<file path="config.mk">
export PLATFORM = sky130hd
export DESIGN_NAME = skew_inbuf
export DESIGN_NICKNAME = d
export VERILOG_FILES = /design/src/rtl/skew_inbuf.sv
export SDC_FILE = /design/constraint.sdc
export NUM_CORES = 1
export LEC_CHECK = 0
export ABC_CLOCK_PERIOD_IN_PS = 4080
export BUFFER_PORTS_ARGS = -buffer_cell sky130_fd_sc_hd__clkbuf_2
export CAP_MARGIN = 10
export CORE_MARGIN = 1.5
export CORE_UTILIZATION = 62
export DETAILED_ROUTE_END_ITERATION = 8
export PLACE_DENSITY = 0.8
export SYNTH_ARGS = -nofsm -noshare
export SYNTH_HDL_FRONTEND = slang
export SYNTH_HIERARCHICAL = 1
export SYNTH_SLANG_ARGS = --single-unit
</file>
<file path="constraint.sdc">
create_clock -name clk -period 4.08 [get_ports clk]
set_input_delay 0.816 -clock clk [delete_from_list [all_inputs] [get_ports clk]]
set_output_delay 0.816 -clock clk [all_outputs]
set_load 0.02 [all_outputs]
</file>
<file path="src/rtl/skew_inbuf.sv">
// Skewed multi-lane input buffer for the systolic array edge: one circular FIFO
// per row, broadcast pop strobe delayed one cycle per lane, zero padding when idle.

module skew_inbuf_lane #(
   parameter int WORDLEN = 8,
   parameter int DEPTH   = 16,
   localparam int AW     = $clog2(DEPTH),
   localparam int PW     = AW + 1
) (
   input  logic               clk,
   input  logic               rstn,
   input  logic               clear,
   input  logic               wr,
   input  logic               pop,
   input  logic [WORDLEN-1:0] din,
   output logic [WORDLEN-1:0] dout,
   output logic               dout_valid,
   output logic               full,
   output logic               empty,
   output logic [PW-1:0]      count
);
   logic [PW-1:0]      head_q, head_d, tail_q, tail_d;
   logic [WORDLEN-1:0] dout_q, dout_d;
   logic               dout_valid_q, dout_valid_d;
   logic               wr_ok, pop_ok;
   logic [WORDLEN-1:0] mem [DEPTH];

   // Extra MSB on each pointer separates the full case from the empty case.
   assign empty  = (head_q == tail_q);
   assign full   = (head_q[AW-1:0] == tail_q[AW-1:0]) && (head_q[AW] != tail_q[AW]);
   assign count  = tail_q - head_q;
   assign wr_ok  = wr & ~full;
   assign pop_ok = pop & ~empty;

   always_comb begin
      head_d       = head_q;
      tail_d       = tail_q;
      dout_d       = '0;
      dout_valid_d = 1'b0;
      if (clear) begin
         head_d = '0;
         tail_d = '0;
      end else begin
         if (wr_ok) tail_d = tail_q + PW'(1);
         // Pop reads the pre-edge head, so a same-cycle write to an empty lane is not bypassed.
         if (pop_ok) begin
            head_d       = head_q + PW'(1);
            dout_d       = mem[head_q[AW-1:0]];
            dout_valid_d = 1'b1;
         end
      end
   end

   always_ff @(posedge clk or negedge rstn) begin
      if (!rstn) begin
         head_q       <= '0;
         tail_q       <= '0;
         dout_q       <= '0;
         dout_valid_q <= 1'b0;
      end else begin
         head_q       <= head_d;
         tail_q       <= tail_d;
         dout_q       <= dout_d;
         dout_valid_q <= dout_valid_d;
      end
   end

   always_ff @(posedge clk) begin
      if (wr_ok && !clear) mem[tail_q[AW-1:0]] <= din;
   end

   assign dout       = dout_q;
   assign dout_valid = dout_valid_q;
endmodule

module skew_inbuf #(
   parameter int WORDLEN = 8,
   parameter int DEPTH   = 16,
   parameter int LANES   = 4,
   parameter int SKEW    = 1,
   localparam int LW     = (LANES > 1) ? $clog2(LANES) : 1,
   localparam int PW     = $clog2(DEPTH) + 1
) (
   input  logic                     clk,
   input  logic                     rstn,
   input  logic                     clear,
   input  logic                     wr_en,
   input  logic [LW-1:0]            wr_lane,
   input  logic [WORDLEN-1:0]       din,
   input  logic                     rd_en,
   output logic [LANES*WORDLEN-1:0] dout,
   output logic [LANES-1:0]         dout_valid,
   output logic [LANES-1:0]         full,
   output logic [LANES-1:0]         empty,
   output logic [LANES*PW-1:0]      count,
   output logic                     overflow,
   output logic                     underflow
);
   logic [LANES-1:0]              wr_sel;
   logic [LANES-1:0]              pop;
   logic [LANES-1:0][WORDLEN-1:0] lane_dout;
   logic [LANES-1:0][PW-1:0]      lane_count;
   logic                          overflow_q, overflow_d;
   logic                          underflow_q, underflow_d;

   generate
      if (SKEW != 0 && LANES > 1) begin : g_skew
         // skew_q[k] is rd_en delayed k+1 cycles; lane k+1 pops on it.
         logic [LANES-2:0] skew_q, skew_d;
         always_comb begin
            skew_d = '0;
            if (!clear) begin
               skew_d[0] = rd_en;
               for (int k = 1; k < LANES - 1; k++) skew_d[k] = skew_q[k-1];
            end
         end
         always_ff @(posedge clk or negedge rstn) begin
            if (!rstn) skew_q <= '0;
            else       skew_q <= skew_d;
         end
         assign pop = {skew_q, rd_en};
      end else begin : g_noskew
         assign pop = {LANES{rd_en}};
      end

      for (genvar i = 0; i < LANES; i++) begin : g_lane
         assign wr_sel[i] = wr_en && (wr_lane == LW'(i));
         skew_inbuf_lane #(.WORDLEN(WORDLEN), .DEPTH(DEPTH)) u_lane (
            .clk        (clk),
            .rstn       (rstn),
            .clear      (clear),
            .wr         (wr_sel[i]),
            .pop        (pop[i]),
            .din        (din),
            .dout       (lane_dout[i]),
            .dout_valid (dout_valid[i]),
            .full       (full[i]),
            .empty      (empty[i]),
            .count      (lane_count[i])
         );
      end
   endgenerate

   // A write matching no lane addresses a lane that does not exist.
   always_comb begin
      overflow_d  = 1'b0;
      underflow_d = 1'b0;
      if (!clear) begin
         overflow_d  = overflow_q | (wr_en & ~(|wr_sel)) | (|(wr_sel & full));
         underflow_d = underflow_q | (|(pop & empty));
      end
   end

   always_ff @(posedge clk or negedge rstn) begin
      if (!rstn) begin
         overflow_q  <= 1'b0;
         underflow_q <= 1'b0;
      end else begin
         overflow_q  <= overflow_d;
         underflow_q <= underflow_d;
      end
   end

   assign dout      = lane_dout;
   assign count     = lane_count;
   assign overflow  = overflow_q;
   assign underflow = underflow_q;
endmodule

</file>
; Yosys cells after proc, flatten, opt, wreduce, memory -nomap -nowiden
; Memories as Yosys holds them, arrays and structs flattened.
; Cells that the tools add are included.
[word_totals]
ff_bits = 81
mem_bits_rw = 512
in_bits = 15
out_inout_bits = 66
wordCells = 141
n_memories = 4
[mem_list]
columns = memory, words, width, read_ports, rd_clocked_by_memory_dff, wr, line
row1 = g_lane[0].u_lane.mem, 16, 8, 1, 0, 1, 26  ; logic [WORDLEN-1:0] mem [DEPTH];
row2 = g_lane[1].u_lane.mem, 16, 8, 1, 0, 1, 26
row3 = g_lane[2].u_lane.mem, 16, 8, 1, 0, 1, 26
row4 = g_lane[3].u_lane.mem, 16, 8, 1, 0, 1, 26
[classes]
addsub = 12
n_eq_ne = 15
muxes = 43
n_bitwise = 23
reduce_logical = 25
[ops]
columns = op, count
row1 = two-way mux 5 bit, 16
row2 = two-way mux 8 bit, 8
row3 = "adder 5 x 1 -> 5 bit, second input constant", 8
row4 = == test 5 bit, 4
row5 = subtractor 5 bit, 4
row6 = two-way mux 1 bit, 18
row7 = == test 4 bit, 4
row8 = nonzero test 2 bit, 8
row9 = logical AND 1 bit, 12
row10 = OR reduction 4 bit, 3
row11 = bitwise AND 1 bit, 9
row12 = NOT 1 bit, 9
row13 = bitwise AND 4 bit, 2
row14 = "== test 2 bit, second input constant", 2
row15 = != test 1 bit, 4
row16 = two-way mux 3 bit, 1
row17 = bitwise OR 1 bit, 3
row18 = "== test 2 x 1 -> 1 bit, second input constant", 1
row19 = logical NOT 2 bit, 1
row20 = logical NOT 1 bit, 1

; Longest topological paths before layout
; Gate-level depths: netlist of the first run.
[depth]
word_depth = 8
depth_mapped = 8

; Hierarchy
; Netlist of the first run, hierarchy kept.
[modules_own_cells]
columns = module, instances, cells_per_inst, area_per_inst_um2, seq_area_each_um2
row1 = skew_inbuf_lane (g_lane[0].u_lane ...), 3, 334, 6078.3, 4319.1
row2 = skew_inbuf_lane (g_lane[3].u_lane), 1, 333, 6077.1, 4319.1
row3 = skew_inbuf, 1, 22, 247.7, 125.1

; Least setup slack after synthesis of the first run
; No wires, ideal clock.
[synth_path]
path_type = reg-to-reg
startpoint = reg g_lane[3].u_lane.head_q[3]
endpoint = mem g_lane[3].u_lane.mem[0][0], enable pin
t_arrival_ns = 2.555
slack_ns = 1.141
path_stages_with_launch = 8
n_path_buf = 1
synth_period_minus_slack_ns = 2.939
cell_sequence = dfrtp_1 > clkbuf_2 > clkinv_1 > ha_1 > and4_1 > a211oi_1 > nand2_1 > nor3_1
[synth_via]
elab_chain_cells = 7
[synth_rtl]
columns = item, line
row1 = from (decl), 22  ; logic [PW-1:0] head_q, head_d, tail_q, tail_d;
row2 = from (signal assigned), 56  ; head_q <= '0;
row3 = from (signal assigned), 61  ; head_q <= head_d;
row4 = == test 4 bit, 30  ; assign full = (head_q[AW-1:0] == tail_q[AW-1:0]) && (head_q[AW] != tail_q[AW]);
row5 = logical AND 1 bit, 30
row6 = NOT 1 bit, 32  ; assign wr_ok = wr & ~full;
row7 = bitwise AND 1 bit, 32
row8 = logical AND 1 bit, 69  ; if (wr_ok && !clear) mem[tail_q[AW-1:0]] <= din;
row9 = two-way mux 1 bit, 69
row10 = two-way mux 1 bit (implied by the code), 69
row11 = to (decl), 26
; No other way between the ends.

; Worst setup path in the final report of the first run
[layout_path]
startpoint = reg g_lane[0].u_lane.head_q[1]
endpoint = out count[4]
[layout_via]
elab_chain_cells = 1
[layout_rtl]
columns = item, line
row1 = from (decl), 22
row2 = from (signal assigned), 56
row3 = from (signal assigned), 61
row4 = subtractor 5 bit, 31  ; assign count = tail_q - head_q;
row5 = to (decl), 95  ; output logic [LANES*PW-1:0] count,
; No other way between the ends.

==> results.cfg, run 1 <==
[worst_setup_path]
critPathLaunch = g_lane[0].u_lane/head_q[1]
cp_max_fo = 14
crit_arrival_ns = 2.99
crit_buf_inv = 2
end_kind = primary output
critPathKind = flip-flop to primary output
cp_slowest_cell = dfrtp_1
cp_cell_sequence = inv_1 -> fa_1 -> a21o_1 -> a21oi_1 -> xnor2_1 -> clkbuf_2
worstReg2RegStart = g_lane[0].u_lane/head_q[1]
critPathTopFamily = flip-flops
crit_path_max_incr_delay_ns = 0.74
cp-start-kind = flip-flop
cp_data_required_time_ns = 3.26

[power]
p_sw_w = 0.00259
intPower_w = 0.00968
power_frac_seq_pct = 54.0
swShare_pct = 21.1
p_leak_nw = 9.22
pwr-share-clk_pct = 41.6
ir_worst_vdd_v = 0.000425
power_density_mw_per_mm2 = 449
combPwrFrac_pct = 4.4

[synthesis]
synth_cell_type_count = 44
syn-cell-area_mm2 = 0.0246
syn_nets = 1412
async_reset_ff_share_pct = 13.7
synth_compound_area_share_pct = 5.25
postSynthAreaPerCell_um2 = 18.1
ys_warn_count = 6
yosys.area_share.simple_pct = 3.69
netlist_instances = 1357
muxShareOfSynthArea_pct = 14.3
synth_edf_count = 512
synthAdderAreaFrac_pct = 2.16
synth_top_family_by_area = multiplexers
synth_xor_area_share_pct = 1.66
synth_flop_cell = edfxtp_1
synth-seq-cells = 593
ys_seq_area_share_pct = 70.9

[floorplanning]
die_w_um = 202
die_area_mm2 = 0.0408
start_util_pct = 63.3
core_area_mm2 = 0.0388
ioPinCount = 81
die_h_um = 202
fp-row-count = 72

[route]
totalWireLength_um = 52100
first_iter_violations = 1018
vias_per_cell = 6.31
detail_route.first_pass.iterations = 5
wl_per_cell_um = 25.5
dr_total_vias = 12900
drc = 0
antenna_left = 0

[cts]
clk_latency_ns = 0.61
cts_sinks = 593
cts_tree = built
clockBufferDepth = 3
clk_pin_slew_ns = 0.07
cts_max_level = 2
cts_root_buf = clkbuf_16
cts_setup_buffers = 0
cts_buffers = 56
postCtsHoldBufs = 0
cts_resized = 0

[sta]
setup_viol = 0
rsz0062_at_grt = no
skew_ns = 0.0123
slew_headroom_pct = 15.7
period_needed_ns = 3.81
finalHoldViolations = 0
tns_ns = 0
worst_slew_pin_slew_ns = 1.26
fmax_mhz = 263
post-route-period-util_pct = 93.3
maxSlewViolCount = 0

[place]
dp_hpwl_um = 32700
port-buffer-count = 80
place_congestion = 0.870
dpl_cell_area_mm2 = 0.0255

[global_route]
grt_first_pass_wirelength_um = 79700
grt_start_max_net_pins = 52
grt_pass1_vias = 12900
grt_usage_pct = 26.2
grt_overflow = 0
antenna_found_initial = 3

[final_layout]
area_growth_pct = 11.4
final_nets = 1533
drive_gt1_share_pct = 25.6
fin_area_mm2 = 0.0274

[hold_path]
hold_class = primary input to asynchronous set/reset pin

[flow_run]
cap_violations = 0

[outcome]
status = completed
synth_stat cells (all sizes together) (7+ instances only):
master / number / area (um^2)
nand2: 21 / 78.8
ha: 36 / 450
nor3: 16 / 80.1
xor2: 16 / 170
nor2: 88 / 330
o22ai: 64 / 400
dfrtp: 81 / 2030
xnor2: 27 / 236
edfxtp: 512 / 15400
a21oi: 22 / 110
mux2: 128 / 1440
inv: 32 / 120
a21o: 8 / 60.1
o21ai: 17 / 100
a2111oi: 32 / 480
mux4: 64 / 1640
nand2b: 9 / 56.3
buf: 32 / 289
o211ai: 8 / 60.1
nand3: 28 / 140
or3: 9 / 56.3
a211oi: 8 / 60.1
nand4: 7 / 43.8
mux2i: 42 / 420
clkbuf: 24 / 95.1
power by group through the flow:
| stage | Clock (W) | Combinational [W] | Sequential (W) |
|---|---|---|---|
| after global placement | 0 | 0.000527 | 0.00675 |
| final | 0.00511 | 0.000540 | 0.00663 |
| after floorplan | 0 | 0.000300 | 0.00676 |
| after global routing | 0.00543 | 0.000577 | 0.00663 |
| after CTS | 0.00517 | 0.000543 | 0.00663 |
| after detailed placement | 0 | 0.000539 | 0.00675 |
cell families after synthesis:
family                     Yosys count
DFF                                593
muxes                              234
and+or+nand+nor                    194
AOI/OAI and AO/OA                  161
buffers and inverters               92
xor gates and xnor gates            43
adders and majority gates           40
layout make-up:
type	count	area (um^2)
Inverter	36	135
Timing Repair Buffer	119	696
Clock buffer	74	1560
Clock inverter	32	265
Multi-Input combinational cell	672	6640
Tap cell	518	648
Antenna cell	1	2.50
Fill cell	2391	11500
Sequential cell	593	17400
worst paths after layout:
kind / to / depth (start not counted) / slack, ns
hold reg to reg: g_skew.skew_q[2] / 1 / 0.61
setup / recovery: count[4] / 6 / 0.27
hold / removal: g_lane[2].u_lane/tail_q[2] / 1 / 0.20
max in group asynchronous: g_lane[2].u_lane/head_q[0] / 2 / 3.06
setup reg to reg: g_lane[0].u_lane/mem[14][4] / 6 / 0.74
min in group clk: g_skew.skew_q[0] / 2 / 0.54
sequential cells by signal, indices dropped and copies added, names as in the netlist:
register and cells:
g_lane.u_lane/mem 512, g_lane.u_lane/dout 32, g_lane.u_lane/head_q 20, g_lane.u_lane/tail_q 20, g_lane.u_lane/dout_valid 4, g_skew.skew_q 3
overflow 1, underflow 1
per-stage QoR:
step	hold WS (ns)	util, %	total power (W)	std cells	setup slack (ns)
6_report	0.201	70.4	0.0123	2045	0.274
5_1_grt	0.224	70.4	0.0126	2044	0.150
4_1_cts	0.193	70.4	0.0123	2044	0.276
3_5_place_dp	0.594	65.7	0.00729	1938	0.757
3_3_place_gp	0.590	65.7	0.00728	1938	0.885
2_1_floorplan	0.520	-	0.00706	1357	1.14
per-layer routing:
metal / vias to the layer above / track usage, % / wire length (um)
met3: 74 / 4.03 / 3430
met2: 498 / 42.8 / 25800
met1: 6665 / 37.5 / 21800
met4: 2 / 6.85 / 1030
li1: 5669 / - / -
met5: - / 0 / 13
placed cells by master (no fill, tap or decap), drive strengths merged, types with 4 or more instances in the layout:
master	instances
a2111oi	32
a211oi	8
a21o	8
a21oi	22
and4	4
buf	40
clkbuf	153
clkinv	25
clkinvlp	6
dfrtp	81
edfxtp	512
fa	4
ha	36
inv	34
mux2	128
mux2i	42
mux4	64
nand2	21
nand2b	9
nand3	28
nand4	7
nor2	88
nor3	16
o211ai	8
o21ai	17
o22ai	64
or2	4
or3	9
xnor2	27
xor2	16
Power figures use the tool's default switching activity.
==> inputs of run 2 (changes only) <==
--- a/config.mk
+++ b/config.mk
@@ -11,7 +11,8 @@
 export CORE_MARGIN = 1.5
 export CORE_UTILIZATION = 62
 export DETAILED_ROUTE_END_ITERATION = 8
-export PLACE_DENSITY = 0.8
+export GPL_ROUTABILITY_DRIVEN = 0
+export PLACE_DENSITY = 0.89
 export SYNTH_ARGS = -nofsm -noshare
 export SYNTH_HDL_FRONTEND = slang
 export SYNTH_HIERARCHICAL = 1
==> results.cfg, run 2 (synthesis gave the netlist of run 1 again) <==
[floorplanning]
core_area_mm2 = 0.0388
die_w_um = 202
fp-row-count = 72
die_area_mm2 = 0.0408
ioPinCount = 81
start_util_pct = 63.3
die_h_um = 202

[route]
drc = 0
vias_per_cell = 6.38
dr_total_vias = 13000
detail_route.first_pass.iterations = 5
wl_per_cell_um = 26.1
antenna_left = 0
totalWireLength_um = 53200
first_iter_violations = 1212

[cts]
cts_tree = built
cts_max_level = 2
clk_latency_ns = 0.60
cts_buffers = 56
cts_setup_buffers = 0
clk_pin_slew_ns = 0.06
cts_resized = 0
clockBufferDepth = 3
postCtsHoldBufs = 0
cts_sinks = 593
cts_root_buf = clkbuf_16

[final_layout]
final_common_cell = edfxtp_1
final_nets = 1530
final_cell_mix = 512 x edfxtp_1, 128 x mux2_2, 88 x nor2_1, 79 x clkbuf_2, 77 x dfrtp_1
area_growth_pct = 11.8
largest_register_ffs = 512
drive_gt1_share_pct = 25.7

[worst_setup_path]
end_kind = primary output
cp_slowest_cell = ha_1
cp-start-kind = flip-flop
crit_arrival_ns = 3.06
critPathKind = flip-flop to primary output
crit_path_max_incr_delay_ns = 0.53
cp_data_required_time_ns = 3.26
cp_max_fo = 9
cp_cell_sequence = clkinv_1 -> ha_1 -> nand4_1 -> nor2_1 -> clkbuf_2
ff2ff_setup_slack_ns = 0.64

[sta]
tns_ns = 0
finalHoldViolations = 0
slew_headroom_pct = 24.3
post-route-period-util_pct = 94.9
worst_slew_pin_slew_ns = 1.14
hold_ws_ns = 0.335
setup_viol = 0
maxSlewViolCount = 0
rsz0062_at_grt = no
period_needed_ns = 3.87
fmax_mhz = 258
skew_ns = 0.0216

[power]
pwr-share-clk_pct = 43.1
p_sw_w = 0.00257
ir_worst_vdd_v = 0.000339
finalPower_w = 0.0126
power_density_mw_per_mm2 = 459
swShare_pct = 20.4
p_leak_nw = 9.28
combPwrFrac_pct = 4.3
intPower_w = 0.0100
power_frac_seq_pct = 52.6

[global_route]
grt_overflow = 0
grt_start_max_net_pins = 64
grt_first_pass_wirelength_um = 80800
antenna_found_initial = 1
grt_pass1_vias = 13400
grt_usage_pct = 26.5

[outcome]
status = completed

[hold_path]
hold_class = primary input to asynchronous set/reset pin

[place]
port-buffer-count = 80
dp_hpwl_um = 33100

[flow_run]
cap_violations = 0
==> run 2: cell count changes in the layout (fill, tap and decap cells not counted), sizes merged <==
| cell | previous run | this run |
|---|---|---|
| diode | 1 | 2 |
| clkinvlp | 6 | 2 |
| clkinv | 25 | 15 |
| buf | 40 | 37 |
| bufinv | 3 | 6 |
| inv | 34 | 33 |
| clkbuf | 153 | 163 |
==> run 2: power groups by stage <==
stage | sequential [W] | combinational, W | clock, W
3_3_place_gp | 0.00675 | 0.000516 | 0
6_report | 0.00663 | 0.000547 | 0.00543
2_1_floorplan | 0.00676 | 0.000300 | 0
4_1_cts | 0.00663 | 0.000545 | 0.00549
3_5_place_dp | 0.00675 | 0.000537 | 0
5_1_grt | 0.00663 | 0.000577 | 0.00573
==> run 2: path summary, 6_finish.rpt <==
kind                                                  from  depth (start not counted)                           to
max in group asynchronous                             rstn                          2     g_lane[0].u_lane/dout[7]
worst min-delay path                                  rstn                          1     g_lane[2].u_lane/dout[1]
worst min register to register                    overflow                          2                     overflow
min in group clk                                     rd_en                          2             g_skew.skew_q[0]
worst max-delay path            g_lane[1].u_lane/head_q[3]                          5                      full[1]
worst max register to register  g_lane[3].u_lane/head_q[3]                          6  g_lane[3].u_lane/mem[12][3]
==> run 2: cell type report <==
type	count	area, um^2
antenna	2	5.00
clock buffer	84	1690
clock inverter	20	267
fill	2287	11400
inverter	36	135
multi-input combinational	672	6640
sequential	593	17400
tap	518	648
timing repair buffer	116	673
==> run 2: through the flow <==
stage	setup slack, ns	area (um^2)	instances	utilization [%]
2_1_floorplan	1.14	24600	1357	-
3_3_place_gp	0.870	25500	1935	65.7
3_5_place_dp	0.727	25500	1935	65.7
4_1_cts	0.190	27500	2039	70.7
5_1_grt	0.0665	27500	2039	70.7
6_report	0.208	27500	2041	70.7
==> run 2: routing by layer <==
layer | share of wire, % | up-vias | global-route usage (%)
li1 | - | 5652 | -
met1 | 39 | 6638 | 36.1
met2 | 49 | 631 | 43.6
met3 | 8.1 | 109 | 5.06
met4 | 3.0 | 0 | 8.74
met5 | 0 | - | 0
==> run 2: critical path: cells and delay by family, from the launching register on <==
kind | cells | cell delay, ns
adders and majority gates | 1 | 0.53
buffers and inverters | 2 | 0.71
DFF | 1 | 0.48
and+or+nand+nor | 2 | 0.73
==> inputs of run 3 (changes only) <==
--- a/config.mk
+++ b/config.mk
@@ -12,7 +12,7 @@
 export CORE_UTILIZATION = 62
 export DETAILED_ROUTE_END_ITERATION = 8
 export GPL_ROUTABILITY_DRIVEN = 0
-export PLACE_DENSITY = 0.89
+export PLACE_DENSITY_LB_ADDON = 0.1
 export SYNTH_ARGS = -nofsm -noshare
 export SYNTH_HDL_FRONTEND = slang
 export SYNTH_HIERARCHICAL = 1
==> results.cfg, run 3 (synthesis gave the netlist of run 1 again) <==
[power]
pwr-share-clk_pct = 43.0
power_density_mw_per_mm2 = 457
p_sw_w = 0.00255
p_leak_nw = 9.30
combPwrFrac_pct = 4.3
ir_worst_vdd_v = 0.000407
finalPower_w = 0.0126
power_frac_seq_pct = 52.8
swShare_pct = 20.3
intPower_w = 0.0100

[worst_setup_path]
end_kind = primary output
crit_path_max_incr_delay_ns = 0.53
ff2ff_setup_slack_ns = 0.66
cp_data_required_time_ns = 3.26
critPathLaunch = g_lane[2].u_lane/head_q[3]
r2r-end = g_lane[0].u_lane/mem[9][5]
r2r.worst_path.cells = 6
crit_arrival_ns = 2.98
cp-start-kind = flip-flop
critPathKind = flip-flop to primary output
worstReg2RegStart = g_lane[0].u_lane/head_q[3]
cp_slowest_cell = ha_1
cp_cell_sequence = clkinv_1 -> ha_1 -> nand4_1 -> nor2_1 -> clkbuf_2
cp_max_fo = 9

[route]
route.met3.wl_um = 2680
antenna_left = 0
vias_per_cell = 6.09
drc = 0
wl_met2_um = 24400
totalWireLength_um = 50500
wl_per_cell_um = 24.6
m1WireLength_um = 22300
first_iter_violations = 886
dr_total_vias = 12500
detail_route.first_pass.iterations = 6
top_layer = met5

[floorplanning]
core_area_mm2 = 0.0388
die_area_mm2 = 0.0408
fp-row-count = 72
ioPinCount = 81
start_util_pct = 63.3
die_w_um = 202
die_h_um = 202

[final_layout]
largest_register_ffs = 512
area_growth_pct = 11.9
final_common_cell = edfxtp_1
final_nets = 1535
drive_gt1_share_pct = 25.6
final_cell_mix = 512 x edfxtp_1, 128 x mux2_2, 88 x nor2_1, 79 x clkbuf_2, 77 x dfrtp_1

[sta]
rsz0062_at_grt = no
tns_ns = 0
worst_slew_pin_slew_ns = 1.21
setup_viol = 0
fmax_mhz = 263
maxSlewViolCount = 0
slew_headroom_pct = 19.0
skew_ns = 0.0204
post-route-period-util_pct = 93.1
finalHoldViolations = 0
period_needed_ns = 3.80

[cts]
cts_tree = built
cts_root_buf = clkbuf_16
cts_sinks = 593
postCtsHoldBufs = 0
cts_max_level = 2
clk_latency_ns = 0.61
cts_setup_buffers = 0
clk_pin_slew_ns = 0.06
clockBufferDepth = 3
cts_resized = 0
cts_buffers = 57

[place]
port-buffer-count = 80
dp_hpwl_um = 32000

[global_route]
grt_usage_pct = 25.5
grt_pass1_vias = 12700
grt_overflow = 0
grt_start_max_net_pins = 62
grt_first_pass_wirelength_um = 76900
antenna_found_initial = 2

[hold_path]
hold_class = primary input to asynchronous set/reset pin

[flow_run]
cap_violations = 0

[outcome]
status = completed
==> run 3: changes by cell type in the layout (fill, tap and decap cells not counted), moves of 3 or more <==
cell and change:
buf_4 +4, clkinv_1 +10, clkbuf_1 -3, clkbuf_8 -5
==> run 3: per-stage QoR <==
step | setup WS (ns) | area, um^2 | std cells | hold slack (ns) | util [%]
detailed placement | 0.741 | 25500 | 1939 | 0.582 | 65.8
finish | 0.281 | 27500 | 2048 | 0.298 | 70.8
CTS | 0.242 | 27500 | 2047 | 0.325 | 70.8
global route | 0.0987 | 27500 | 2047 | 0.362 | 70.8
global placement | 0.840 | 25500 | 1939 | 0.573 | 65.8
floorplan | 1.14 | 24600 | 1357 | 0.520 | -
==> run 3: critical path, delay by kind of cell, from the launching register on <==
kind	cells	cell delay [ns]
buf+inv	2	0.68
simple gates	2	0.71
flops	1	0.45
fa+ha+maj	1	0.53
==> run 3: per-layer routing <==
| metal | vias up | track usage (%) |
|---|---|---|
| met5 | - | 0 |
| met4 | 2 | 7.44 |
| met3 | 70 | 3.51 |
| met2 | 347 | 40.6 |
| met1 | 6388 | 37.3 |
| li1 | 5671 | - |
==> run 3: area by class of cell <==
cell class / count / area [um^2]
Antenna cell: 1 / 2.50
Clock buffer: 76 / 1610
Clock inverter: 32 / 340
Fill cell: 2432 / 11300
Inverter: 36 / 135
Multi-Input combinational cell: 672 / 6640
Sequential cell: 593 / 17400
Tap cell: 518 / 648
Timing Repair Buffer: 120 / 703
==> run 3: power by group through the flow <==
stage / clock (W) / combinational (W) / sequential, W
floorplan: 0 / 0.000300 / 0.00676
global placement: 0 / 0.000529 / 0.00675
detailed placement: 0 / 0.000537 / 0.00675
CTS: 0.00548 / 0.000539 / 0.00663
global route: 0.00572 / 0.000573 / 0.00663
finish: 0.00539 / 0.000534 / 0.00663
==> run 3: worst max path at each step <==
stage,slack [ns],depth (start not counted),endpoint
final,0.28,5,empty[2]
after global routing,0.1,5,empty[2]
after CTS,0.24,5,empty[2]
after detailed placement,0.74,6,g_lane[0].u_lane/mem[9][5]
after global placement,0.84,6,g_lane[0].u_lane/mem[9][4]
after floorplan,1.14,7,g_lane[3].u_lane/mem[0][0]
